==> src/rtl/exhaustive_stim_gen.sv <==
// Exhaustive N-bit pattern source: every output is registered, so one clock from start to the first pattern; start is ignored while RUN and there is no backpressure.
// With STIM_CHECK_EN defined, resp is compared with &stim on the last dwell cycle of each pattern and err_cnt counts the mismatches.
module exhaustive_stim_gen #(
    parameter int N     = 3,
    parameter int DWELL = 100
) (
    input  logic         clk,
    input  logic         rst,
    input  logic         start,
    input  logic         abort,
    input  logic         mode_gray,
    input  logic         loop_en,
    output logic [N-1:0] stim,
    output logic         stim_valid,
    output logic [N-1:0] pattern_idx,
    output logic         busy,
    output logic         done
`ifdef STIM_CHECK_EN
    ,
    input  logic         resp,
    output logic [15:0]  err_cnt
`endif
);
    localparam logic [1:0] S_IDLE = 2'd0;
    localparam logic [1:0] S_RUN  = 2'd1;
    localparam logic [1:0] S_DONE = 2'd2;

    localparam int DW = (DWELL > 1) ? $clog2(DWELL) : 1;
    localparam logic [DW-1:0] DWELL_LAST = DW'(DWELL - 1);
    localparam logic [DW-1:0] DW_ONE     = DW'(1);
    localparam logic [N-1:0]  IDX_LAST   = '1;
    localparam logic [N-1:0]  IDX_ONE    = N'(1);

    logic [1:0]    state;
    logic [DW-1:0] dwell_cnt;
    logic          gray_q;
    logic          loop_q;
    logic          dwell_end;
    logic          launch;

    assign dwell_end = (dwell_cnt == DWELL_LAST);
    assign launch    = start && !abort && (state != S_RUN);

    function automatic logic [N-1:0] encode(input logic [N-1:0] idx, input logic gray);
        return gray ? (idx ^ (idx >> 1)) : idx;
    endfunction

    always_ff @(posedge clk or posedge rst) begin
        if (rst) begin
            state       <= S_IDLE;
            dwell_cnt   <= '0;
            pattern_idx <= '0;
            stim        <= '0;
            stim_valid  <= 1'b0;
            busy        <= 1'b0;
            done        <= 1'b0;
            gray_q      <= 1'b0;
            loop_q      <= 1'b0;
        end else if (abort) begin
            state       <= S_IDLE;
            dwell_cnt   <= '0;
            pattern_idx <= '0;
            stim        <= '0;
            stim_valid  <= 1'b0;
            busy        <= 1'b0;
            done        <= 1'b0;
        end else if (launch) begin
            // Pattern 0 encodes to 0 in both orders, so stim needs no encode here.
            state       <= S_RUN;
            dwell_cnt   <= '0;
            pattern_idx <= '0;
            stim        <= '0;
            stim_valid  <= 1'b1;
            busy        <= 1'b1;
            done        <= 1'b0;
            gray_q      <= mode_gray;
            loop_q      <= loop_en;
        end else if (state == S_RUN) begin
            if (!dwell_end) begin
                dwell_cnt <= dwell_cnt + DW_ONE;
            end else begin
                dwell_cnt <= '0;
                if (pattern_idx != IDX_LAST || loop_q) begin
                    // Index wraps modulo 2^N on its own when looping.
                    pattern_idx <= pattern_idx + IDX_ONE;
                    stim        <= encode(pattern_idx + IDX_ONE, gray_q);
                end else begin
                    state      <= S_DONE;
                    stim       <= '0;
                    stim_valid <= 1'b0;
                    busy       <= 1'b0;
                    done       <= 1'b1;
                end
            end
        end
    end

`ifdef STIM_CHECK_EN
    always_ff @(posedge clk or posedge rst) begin
        if (rst) begin
            err_cnt <= '0;
        end else if (launch) begin
            err_cnt <= '0;
        end else if (!abort && state == S_RUN && stim_valid && dwell_end &&
                     (resp != (&stim)) && err_cnt != 16'hFFFF) begin
            err_cnt <= err_cnt + 16'd1;
        end
    end
`endif

endmodule

==> config.mk <==
export PLATFORM = sky130hd
export DESIGN_NAME = exhaustive_stim_gen
export DESIGN_NICKNAME = d
export VERILOG_FILES = /design/src/rtl/exhaustive_stim_gen.sv
export SDC_FILE = /design/constraint.sdc
export NUM_CORES = 1
export LEC_CHECK = 0
export BUFFER_PORTS_ARGS = -buffer_cell sky130_fd_sc_hd__buf_2
export CAP_MARGIN = 10
export CORE_MARGIN = 4
export CORE_UTILIZATION = 40
export DETAILED_ROUTE_END_ITERATION = 7
export MAX_ROUTING_LAYER = met4
export SYNTH_ARGS = -nofsm -noshare
export SYNTH_HDL_FRONTEND = slang
export SYNTH_SLANG_ARGS = --single-unit
==> constraint.sdc <==
create_clock -name clk -period 1.7 [get_ports clk]
set_input_delay 0.34 -clock clk [delete_from_list [all_inputs] [get_ports clk]]
set_output_delay 0.34 -clock clk [all_outputs]
set_load 0.05 [all_outputs]
* After elaboration in Yosys (flattened, before gate mapping)
Cells that the tools add are included.
Word-level totals: register bits after elaboration 19, output and inout bits 9
Operators by class: $add $sub $neg 2, equal/unequal tests 5, muxes and demuxes 30, bitwise operators 2, reduce and logical (&&, ||, !) cells 11
Operators with widths (number):
- $mux W3 | 11
- $mux W7 | 4
- $mux W1 | 10
- $mux W2 | 5
- $reduce_bool A3 Y1 | 3
- $add A7 B1 Y7 const B | 1
- $eq A7 B7 Y1 const B | 1
- $ne A3 B3 Y1 const B | 2
- $reduce_and A3 Y1 | 2
- $reduce_and A2 Y1 | 2
- $add A3 B1 Y3 const B | 1
- $xor A3 B2 Y3 | 1
- $eq A2 B1 Y1 const B | 1
- $logic_and A1 B1 Y1 | 2
- $ne A2 B1 Y1 const B | 1
- $logic_not A1 Y1 | 1
- $logic_or A1 B1 Y1 | 1
- $not A1 Y1 | 1

* Logic depth before layout (Yosys ltp)
depth in word-level cells 8, gate-level depth with buffers 6

* Worst setup path after synthesis
No wires, ideal clock.
kind register -> register, start register state[1], end register gray_q, data arrival time 1.541 ns, required time 1.575 ns, slack 0.034 ns, cell stages (with the launch flop) 6, path buffers 1, cell sequence dfrtp_1 -> nand2b_4 -> buf_6 -> nand2_1 -> nor2_1 -> mux2_2
Between the ends: word-level cells in the longest chain between the ends 3
Ends and longest elaborated chain:
- start, declared | RTL line 34 | logic [1:0] state;
- start signal, assigned | RTL line 50 | state <= S_IDLE;
- start signal, assigned | RTL line 60 | state <= S_IDLE;
- start signal, assigned | RTL line 69 | state <= S_RUN;
- $ne A2 B1 Y1 | RTL line 42 | assign launch = start && !abort && (state != S_RUN);
- $logic_and A1 B1 Y1 | RTL line 42
- $reduce_and A2 Y1 (no line)
- end signal, assigned | RTL line 76 | gray_q <= mode_gray;
- end, declared | RTL line 36 | logic gray_q;
Every way passes these cells. A chain may end at the register's enable or synchronous reset.

* Final worst setup path
start register dwell_cnt[0], end register state[0]
Between the ends: word-level cells in the longest chain between the ends 3
Ends and longest elaborated chain:
- start, declared | RTL line 35 | logic [DW-1:0] dwell_cnt;
- start signal, assigned | RTL line 80 | dwell_cnt <= dwell_cnt + DW_ONE;
- $eq A7 B7 Y1 | RTL line 41 | assign dwell_end = (dwell_cnt == DWELL_LAST);
- $reduce_bool A3 Y1 (no line)
- $reduce_and A3 Y1 (no line)
Every way passes these cells.

==> flow_summary.toml <==
[timing]
slew_headroom_pct = 56.3
tns_ns = 0
fin_crit_sh_pct = 86.5
rsz0062_at_grt = "false"
slew_violations = 0
setup_violations = 0
worst_slack_ns = 0.229
fin_skew_ns = 0.00476
worst_pin_slew_ns = 0.654
finalHoldViolations = 0
fmax_ghz = 0.680
fin_crit_ns = 1.47
fin_hold_ws_ns = 0.116

[power_and_ir_drop]
irDropWorstVdd_uv = 476
p_int_mw = 0.544
comb_power_share_pct = 12.7
seqPwrFrac_pct = 58.0
p_total_mw = 0.750
pwr-share-clk_pct = 29.2
power_switching_mw = 0.206
sw_frac_of_total_pct = 27.4
leakagePower_nw = 0.454
power_density_nw_per_um2 = 749

[worst_setup_path]
worstSetupPathType = "register to register"
critPathLaunchType = "register"
cpMaxStageDelayCell = "dfrtp_1"
rr_endpoint = "state[0]"
required_ns = 1.88
r2r_cells = 5
reg2reg_from = "dwell_cnt[0]"
cpPeakStageDelay_ns = 0.42
r2r_slack_ns = 0.23
cp_cell_sequence = "ha_1 -> and4b_1 -> nand2_1 -> nor2_1 -> o22ai_1"
end_kind = "register"
worstPathArrival_ns = 1.65
path_max_fanout = 5

[synthesis]
synth_nets = 93
yosys.cell_types.count = 27
yosys.cell_count.top_type = "dfrtp_1"
avgSynthCellArea_um2 = 10.6
synth-async-reset-ratio_pct = 100
synthCells = 84
synth.top_cell.area_share_pct = 47.8
yosys_warnings = 0
synth_sequential_area_ratio_pct = 47.8
synth_edf_count = 0
syn-cell-area_um2 = 890
synth.area.top_cells = "dfrtp_1 48%, nor2_1 5.1%, xnor2_1 4.9%, ha_1 4.2%, nand3_1 3.9%"
synth_common_cells = "17 x dfrtp_1, 12 x nor2_1, 7 x nand2_1, 7 x nand3_1, 5 x xnor2_1"
synth_ff_type = "dfrtp_1"
synth_largest_area_cell = "dfrtp_1"
yosys_register_bits = 17

[clock_network]
cts_sinks = 17
postCtsSetupRepairBufs = 0
cts_made_buffers = 3
cts.clk_slew.worst_paths_ns = 0.10
cts_tree = "yes"
insertion_delay_ns = 0.29
clockBufferDepth = 2
cts-resized-gates = 0
root_buffer = "clkbuf_4"
ctsHoldBuffers = 0
cts-htree-levels = 1

[worst_hold_path]
hold_path.class = "primary input to async pin"

[final_layout]
stdcell_area_um2 = 1000
fin_util_pct = 49.0
final_cells = 127
nFillCells = 206
layout.nets = 110
antenna_cells = 0
layout-drive-gt1-share_pct = 25.0
area_growth_pct = 12.5

[drt]
via_per_inst = 4.98
antenna_left = 0
detail_route.iter0.violations = 9
drt_pre_antenna_iters = 4
vias = 632
wl_per_cell_um = 12.8
remaining_drc_errors = 0
drt-total-wl_um = 1620

[outcome]
status = "finished clean"

[floorplanning]
die_area_um2 = 3040
coreArea_um2 = 2040
die_y_um = 55.2
fp.dieW_um = 55.2
start_util_pct = 43.6
num_rows = 16
io_pins = 15

[grt]
antenna_found_initial = 0
grt_first_pass_wirelength_um = 2870
grt_max_degree = 18
grt_usage_pct = 14.0
grt_pass1_vias = 651
overflow = 0

[placed_design]
hpwlAfterDp_um = 1280
routabilityCongestion = 0.770
dp_cells = 123
portBuffers = 14
placed_cell_area_um2 = 975
pre_cts_slack_ns = 0.210

[flow_run]
maxCapViolCount = 0
## sequential cells by signal, indices dropped and copies added (netlist names)
signal	cells
stim	3
pattern_idx	3
dwell_cnt	7
state	2
gray_q	1
loop_q	1
## cell families after synthesis
logic type      synth area share [%]
mux                             4.92
buf+inv                         3.38
xor+xnor                        7.88
simple gates                    22.5
fa+ha+maj                       4.22
flops                           47.8
compound gates                  9.28
## power by group through the flow
stage	registers [mW]	clock network, mW	logic, mW
global placement	0.443	0	0.0963
CTS	0.435	0.229	0.0972
detailed placement	0.444	0	0.0968
global route	0.439	0.247	0.107
floorplan	0.449	0	0.0728
finish	0.435	0.219	0.0955
## placed cells by master, fill, tap and decap left out
master | netlist | final
a211oi_1 | 2 | 2
a21oi_1 | 2 | 2
a21oi_4 | 1 | 1
and4b_1 | 1 | 1
buf_2 | 0 | 14
clkbuf_1 | 0 | 1
clkbuf_4 | 0 | 3
dfrtp_1 | 17 | 17
ha_1 | 3 | 3
inv_1 | 3 | 3
mux2_2 | 3 | 3
mux2i_1 | 1 | 1
nand2_1 | 7 | 7
nand2b_1 | 2 | 2
nand2b_4 | 1 | 1
nand3_1 | 7 | 7
nand3_2 | 2 | 2
nand4_1 | 1 | 1
nor2_1 | 12 | 12
nor4b_4 | 1 | 1
o21a_1 | 1 | 1
o21ai_0 | 1 | 1
o21ai_1 | 3 | 3
o22ai_1 | 1 | 1
o31ai_1 | 1 | 1
or2b_1 | 1 | 1
xnor2_1 | 5 | 5
xor2_1 | 3 | 3
## cell type report
class,instances,area [µm²],share of cell area [%]
Multi-Input combinational cell,62,434,43.4
Sequential cell,17,425,42.5
Timing Repair Buffer,14,70.1,7.00
Tap cell,27,33.8,3.38
Clock buffer,4,26.3,2.63
Inverter,3,11.3,1.13
## worst max path at each step
| stage | start | endpoint | slack, ns |
|---|---|---|---|
| 6_report | dwell_cnt[0] | state[0] | 0.23 |
| 5_1_grt | dwell_cnt[0] | state[0] | 0.06 |
| 4_1_cts | dwell_cnt[0] | dwell_cnt[3] | 0.19 |
| 3_5_place_dp | dwell_cnt[0] | state[0] | 0.21 |
| 3_3_place_gp | dwell_cnt[3] | state[0] | 0.24 |
| 2_1_floorplan | state[1] | gray_q | 0.03 |
## routing by layer
layer  GRT usage (%)  vias to the layer above  part of all wire (%)
li1                -                      325                     -
met1            16.5                      294                    47
met2            22.2                        8                    47
met3            3.22                        5                   3.1
met4            7.29                        0                   2.3
met5               -                        -                     0
## critical path, delay by kind of cell (launching register included)
family                   cells  cell delay [ns]
flip-flops                   1             0.42
AO/OA/AOI/OAI                1             0.11
AND/OR/NAND/NOR              3             0.59
adder cells (fa/ha/maj)      1             0.23
Power figures use the tool's default switching activity.
